## src/rtl/play_time_ctrl.sv

```systemverilog
// Elapsed mm:ss play-time sequencer: 1 s prescaler, BCD elapsed counter and end-of-track detection.
// Defining PLAY_TIME_SEEK_EN adds 5 s forward/back seek inputs.
module play_time_ctrl #(
  parameter int TICK_DIV = 100_000_000
) (
  input  logic        sys_clk,
  input  logic        sys_rst_n,
  input  logic        start,
  input  logic        pause,
  input  logic        stop,
`ifdef PLAY_TIME_SEEK_EN
  input  logic        seek_fwd,
  input  logic        seek_back,
`endif
  input  logic [15:0] end_time,
  output logic [15:0] cur_time,
  output logic [1:0]  state,
  output logic        sec_tick,
  output logic        done
);

  localparam int CNT_W = $clog2(TICK_DIV);
  localparam logic [CNT_W-1:0] CNT_LAST = CNT_W'(TICK_DIV - 1);

  typedef enum logic [1:0] {
    ST_IDLE  = 2'd0,
    ST_PLAY  = 2'd1,
    ST_PAUSE = 2'd2,
    ST_DONE  = 2'd3
  } state_t;

  state_t           r_state;
  logic [CNT_W-1:0] r_cnt;
  logic [15:0]      r_time;
  logic             r_tick;
  logic             r_done;

  state_t           w_nxt_state;
  logic [CNT_W-1:0] w_nxt_cnt;
  logic [15:0]      w_nxt_time;
  logic             w_nxt_tick;
  logic             w_nxt_done;
  logic             w_tick_hit;
  logic             w_end_hit;

  // Packed BCD mm:ss +1 s, saturating at 99:59.
  function automatic logic [15:0] bcd_inc(input logic [15:0] t);
    logic [15:0] r;
    r = t;
    if (t == 16'h9959) begin
      r = t;
    end else if (t[3:0] != 4'd9) begin
      r[3:0] = t[3:0] + 4'd1;
    end else if (t[7:4] != 4'd5) begin
      r[3:0] = 4'd0;
      r[7:4] = t[7:4] + 4'd1;
    end else if (t[11:8] != 4'd9) begin
      r[7:0]  = 8'h00;
      r[11:8] = t[11:8] + 4'd1;
    end else begin
      r[11:0]  = 12'h000;
      r[15:12] = t[15:12] + 4'd1;
    end
    return r;
  endfunction

`ifdef PLAY_TIME_SEEK_EN
  logic [15:0] w_fwd_time;
  logic [15:0] w_back_time;

  // Packed BCD mm:ss +5 s, saturating at 99:59.
  function automatic logic [15:0] bcd_add5(input logic [15:0] t);
    logic [15:0] r;
    r = t;
    if (t[3:0] < 4'd5) begin
      r[3:0] = t[3:0] + 4'd5;
    end else if (t[7:4] != 4'd5) begin
      r[3:0] = t[3:0] - 4'd5;
      r[7:4] = t[7:4] + 4'd1;
    end else if (t[15:8] == 8'h99) begin
      r = 16'h9959;
    end else if (t[11:8] != 4'd9) begin
      r[3:0]  = t[3:0] - 4'd5;
      r[7:4]  = 4'd0;
      r[11:8] = t[11:8] + 4'd1;
    end else begin
      r[3:0]   = t[3:0] - 4'd5;
      r[11:4]  = 8'h00;
      r[15:12] = t[15:12] + 4'd1;
    end
    return r;
  endfunction

  // Packed BCD mm:ss -5 s, saturating at 00:00.
  function automatic logic [15:0] bcd_sub5(input logic [15:0] t);
    logic [15:0] r;
    r = t;
    if (t[3:0] >= 4'd5) begin
      r[3:0] = t[3:0] - 4'd5;
    end else if (t[7:4] != 4'd0) begin
      r[3:0] = t[3:0] + 4'd5;
      r[7:4] = t[7:4] - 4'd1;
    end else if (t[15:8] == 8'h00) begin
      r = 16'h0000;
    end else if (t[11:8] != 4'd0) begin
      r[3:0]  = t[3:0] + 4'd5;
      r[7:4]  = 4'd5;
      r[11:8] = t[11:8] - 4'd1;
    end else begin
      r[3:0]   = t[3:0] + 4'd5;
      r[7:4]   = 4'd5;
      r[11:8]  = 4'd9;
      r[15:12] = t[15:12] - 4'd1;
    end
    return r;
  endfunction

  assign w_fwd_time  = ((end_time != 16'h0000) && (bcd_add5(r_time) > end_time)) ? end_time
                                                                                  : bcd_add5(r_time);
  assign w_back_time = bcd_sub5(r_time);
`endif

  assign w_tick_hit = (r_cnt == CNT_LAST);
  // Packed BCD orders the same as the time it encodes, so a plain unsigned compare suffices.
  assign w_end_hit  = (end_time != 16'h0000) && (r_time >= end_time);

  // Next-state, prescaler and time update with stop > start > pause (> seek) priority.
  always_comb begin
    w_nxt_state = r_state;
    w_nxt_cnt   = r_cnt;
    w_nxt_time  = r_time;
    w_nxt_tick  = 1'b0;
    w_nxt_done  = 1'b0;
    case (r_state)
      ST_IDLE: begin
        if (start) begin
          w_nxt_state = ST_PLAY;
          w_nxt_cnt   = {CNT_W{1'b0}};
          w_nxt_time  = 16'h0000;
        end else begin
          w_nxt_state = ST_IDLE;
        end
      end
      ST_PLAY: begin
        if (stop) begin
          w_nxt_state = ST_IDLE;
          w_nxt_cnt   = {CNT_W{1'b0}};
          w_nxt_time  = 16'h0000;
        end else if (w_end_hit) begin
          w_nxt_state = ST_DONE;
          w_nxt_done  = 1'b1;
        end else if (pause) begin
          w_nxt_state = ST_PAUSE;
`ifdef PLAY_TIME_SEEK_EN
        end else if (seek_fwd) begin
          w_nxt_cnt   = {CNT_W{1'b0}};
          w_nxt_time  = w_fwd_time;
        end else if (seek_back) begin
          w_nxt_cnt   = {CNT_W{1'b0}};
          w_nxt_time  = w_back_time;
`endif
        end else if (w_tick_hit) begin
          w_nxt_cnt   = {CNT_W{1'b0}};
          w_nxt_time  = bcd_inc(r_time);
          w_nxt_tick  = 1'b1;
        end else begin
          w_nxt_cnt   = r_cnt + CNT_W'(1);
        end
      end
      ST_PAUSE: begin
        if (stop) begin
          w_nxt_state = ST_IDLE;
          w_nxt_cnt   = {CNT_W{1'b0}};
          w_nxt_time  = 16'h0000;
        end else if (start) begin
          w_nxt_state = ST_PLAY;
`ifdef PLAY_TIME_SEEK_EN
        end else if (seek_fwd) begin
          w_nxt_cnt   = {CNT_W{1'b0}};
          w_nxt_time  = w_fwd_time;
        end else if (seek_back) begin
          w_nxt_cnt   = {CNT_W{1'b0}};
          w_nxt_time  = w_back_time;
`endif
        end else begin
          w_nxt_state = ST_PAUSE;
        end
      end
      ST_DONE: begin
        if (stop) begin
          w_nxt_state = ST_IDLE;
          w_nxt_cnt   = {CNT_W{1'b0}};
          w_nxt_time  = 16'h0000;
        end else if (start) begin
          w_nxt_state = ST_PLAY;
          w_nxt_cnt   = {CNT_W{1'b0}};
          w_nxt_time  = 16'h0000;
        end else begin
          w_nxt_state = ST_DONE;
        end
      end
      default: begin
        w_nxt_state = ST_IDLE;
        w_nxt_cnt   = {CNT_W{1'b0}};
        w_nxt_time  = 16'h0000;
      end
    endcase
  end

  // State, prescaler, elapsed time and pulse registers.
  always_ff @(posedge sys_clk or negedge sys_rst_n) begin
    if (!sys_rst_n) begin
      r_state <= ST_IDLE;
      r_cnt   <= {CNT_W{1'b0}};
      r_time  <= 16'h0000;
      r_tick  <= 1'b0;
      r_done  <= 1'b0;
    end else begin
      r_state <= w_nxt_state;
      r_cnt   <= w_nxt_cnt;
      r_time  <= w_nxt_time;
      r_tick  <= w_nxt_tick;
      r_done  <= w_nxt_done;
    end
  end

  assign cur_time = r_time;
  assign state    = r_state;
  assign sec_tick = r_tick;
  assign done     = r_done;

endmodule

```

## config.mk

```make
export PLATFORM = sky130hd
export DESIGN_NAME = play_time_ctrl
export DESIGN_NICKNAME = d
export VERILOG_FILES = /design/src/rtl/play_time_ctrl.sv
export SDC_FILE = /design/constraint.sdc
export NUM_CORES = 1
export LEC_CHECK = 0
export ABC_AREA = 1
export CAP_MARGIN = 5
export CORE_MARGIN = 4
export CORE_UTILIZATION = 34
export CTS_CLUSTER_SIZE = 25
export DETAILED_ROUTE_END_ITERATION = 10
export PLACE_DENSITY = 0.59
export SLEW_MARGIN = 40
export SYNTH_ARGS = -nofsm -noshare
export SYNTH_HDL_FRONTEND = slang
export SYNTH_SLANG_ARGS = --single-unit
```

## constraint.sdc

```tcl
create_clock -name sys_clk -period 2.1 [get_ports sys_clk]
set_input_delay 0.21 -clock sys_clk [delete_from_list [all_inputs] [get_ports sys_clk]]
set_output_delay 0.21 -clock sys_clk [all_outputs]
set_load 0.02 [all_outputs]
```

==> flow_summary.yaml <==
routing:
  routed_via_density: 4.98
  drt_first_pass_iters: 5
  routedWlPerCell_um: 13.9
  drtIter0Drc: 266
  drc: 0
  num_vias: 3933
  routed_wl_um: 11000
  drtAntennaViolNets: 0
power_and_ir_drop:
  vdd_drop_max_uv: 352
  total_power_mw: 3.46
  p_leak_nw: 2.39
  powerDensity_mw_per_mm2: 698
floorplan:
  start_util_pct: 34.7
  rows: 38
  io_pins: 41
  die_h_um: 113
  die_area_mm2: 0.0128
  coreArea_mm2: 0.0108
  dieWidth_um: 113
finish:
  antenna_cells: 0
  drive_above_1_share_pct: 15.5
  area_growth_pct: 31.7
  nNetsFinal: 696
  num-fill-cells: 1079
placement:
  hpwl_um: 8460
  place_congestion: 0.887
  io_buffers: 40
  place_ws_ns: -0.219
sta:
  hold_viol: 14
  finalSetupViolations: 0
  finClkSkew_ns: 0.0183
  hold_slack_ns: -0.00853
  min_period_ns: 1.93
  grt_setup_unrepaired: "yes"
  fin_setup_tns_ns: 0
  tightest_slew_ns: 0.646
  slew_violations: 0
  fmax_ghz: 0.518
  fin_crit_sh_pct: 91.9
  worst_slack_ns: 0.170
  slew_headroom_pct: 56.9
setup_path:
  rr_worst_depth: 12
  cp_cell_sequence: "ha_1 > inv_1 > nor3_4 > nand2_2 > clkinv_1 > nand3_2 > nand2_4 > nand2_1 > nor2_2 > nand2_4 > nand2_1 > nand2_1"
  path_max_fanout: 6
  r2r-end: "cur_time[6]"
  crit_path_frequent_cell: "nand2_1"
  slowest_delay_ns: 0.38
  crit_type: "flop to flop"
  r2r_start: "r_cnt[0]"
  cp.arrival_ns: 2.13
  startpoint_type: "flop"
  cp_slowest_cell: "dfrtp_1"
  critPathCaptureType: "flop"
  crit_required_ns: 2.30
  r2r_slack_ns: 0.17
synth:
  syn_area_mm2: 0.00376
  synth.top_cells.by_area: "dfrtp_1 31%, nand2_1 15%, ha_1 8.3%"
  synth_edf_count: 0
  synth.most_common_cell: "nand2_1"
  yosys.area.top_type: "dfrtp_1"
  postSynthAreaPerCell_um2: 6.84
  ys_ff_latch: 47
  synth_cells: 550
  synthTopCellsByCount: "151 x nand2_1, 72 x inv_1, 51 x nor2_1"
  synth_top_area_share_pct: 31.3
  yosysWarnings: 0
  seq_area_frac_synth_pct: 31.3
  yosys_most_used_dff: "dfrtp_1"
  synth.net_count: 596
  synth_cell_types: 36
  async_flop_share_pct: 100
outcome:
  failed_checks: "negative hold slack"
  outcome: "finished with violations"
grt:
  grt_pass1_vias: 3853
  grt_overflow: 0
  antenna_found_initial: 0
  track_usage_pct: 17.5
  grt_max_degree: 48
  grt_pass1_wl_um: 18500
clock_tree:
  htreeDepth: 2
  clock-root-buffer: "clkbuf_8"
  clk_pin_slew_ns: 0.11
  cts_buffers: 5
  clock_latency_ns: 0.32
  clock_path_buffers: 2
  cts.sinks: 47
  cts_tree: "built"
worst_hold_path:
  hold_class: "input pin to async pin"
job:
  maxCapViolCount: 0
worst max path at each step:
| stage | start | to | slack, ns | cells past startpoint |
|---|---|---|---|---|
| floorplan | cur_time[0] | r_cnt[9] | 0.02 | 15 |
| global placement | end_time[11] | r_cnt[0] | -0.19 | 12 |
| detailed placement | end_time[3] | r_cnt[24] | -0.22 | 17 |
| CTS | cur_time[11] | r_cnt[24] | 0.11 | 11 |
| global route | cur_time[2] | cur_time[6] | -0.03 | 16 |
| finish | r_cnt[0] | cur_time[6] | 0.17 | 12 |
report_power, final:
group	switching, mW	internal [mW]
registers	0.0655	0.983
clock network	0.344	0.229
logic	1.10	0.732
worst max-delay path: cells and delay by family (launching register included):
family                   cells  cell delay [ns]
adder cells (fa/ha/maj)      1             0.21
buffers and inverters        2             0.18
flip-flops                   1             0.38
AND/OR/NAND/NOR              9             1.04
logic make-up (layout without fill, tap and decap cells):
| group | after synthesis | in the layout | share of synthesized area [%] |
|---|---|---|---|
| compound gates | 66 | 66 | 9.61 |
| xor+xnor | 27 | 27 | 6.29 |
| fa+ha+maj | 25 | 25 | 8.32 |
| buf+inv | 88 | 188 | 9.02 |
| flops | 47 | 47 | 31.3 |
| simple gates | 297 | 297 | 35.5 |
layer usage:
metal  wire length [µm]  share of wire, %  GRT usage, %  vias up
met5                  0                 0             0        -
met4                229               2.1          5.29        0
met3                489               4.4          2.83       16
li1                   -                 -             -     1991
met1               5220                47          24.1     1816
met2               5060                46          28.2      110
sequential cells by signal (all words and copies together), names as in the netlist:
name,cells
state,2
done,1
cur_time,16
sec_tick,1
r_cnt,27
timing repair:
| action | in CTS | in global routing |
|---|---|---|
| hold buffers | 0 | 0 |
| resized for setup | 0 | 25 |
| endpoints found under the setup margin | 0 | 36 |
| setup buffers | 0 | 1 |
cell usage in the layout, fill, tap and decap left out, types with 2 or more instances in the layout:
cell type / count
nor2_1: 50
buf_6: 3
buf_4: 57
clkbuf_8: 5
a31oi_1: 2
inv_1: 70
dfrtp_1: 47
inv_2: 6
nand4_1: 18
o21ai_1: 19
nand2_4: 2
nor3_1: 12
nand2_2: 4
ha_4: 3
o21ai_0: 23
nand3_1: 45
clkinv_2: 2
xor2_1: 23
ha_1: 22
nand3_4: 2
a21oi_1: 8
o221ai_1: 2
nor2_4: 3
dlymetal6s2s_1: 2
nor2_2: 4
o22ai_1: 8
xnor2_1: 4
nand2_1: 148
nor4_1: 3
clkdlybuf4s50_1: 37
per-stage QoR:
| stage | util [%] | instance area [µm²] | cells |
|---|---|---|---|
| 6_report | 45.7 | 4950 | 790 |
| 5_1_grt | 45.7 | 4950 | 790 |
| 4_1_cts | 44.6 | 4840 | 788 |
| 3_5_place_dp | 43.8 | 4750 | 781 |
| 3_3_place_gp | 43.8 | 4750 | 781 |
| 2_1_floorplan | - | 3760 | 550 |
final cells by class:
| class | count | area (µm²) | share of cell area [%] |
|---|---|---|---|
| sequential | 47 | 1180 | 23.7 |
| timing repair buffer | 102 | 890 | 18.0 |
| tap | 140 | 175 | 3.54 |
| clock inverter | 2 | 13.8 | 0.278 |
| clock buffer | 5 | 68.8 | 1.39 |
| multi-input combinational | 415 | 2330 | 47.0 |
| inverter | 79 | 300 | 6.06 |
(Power assumes the default switching activity.)
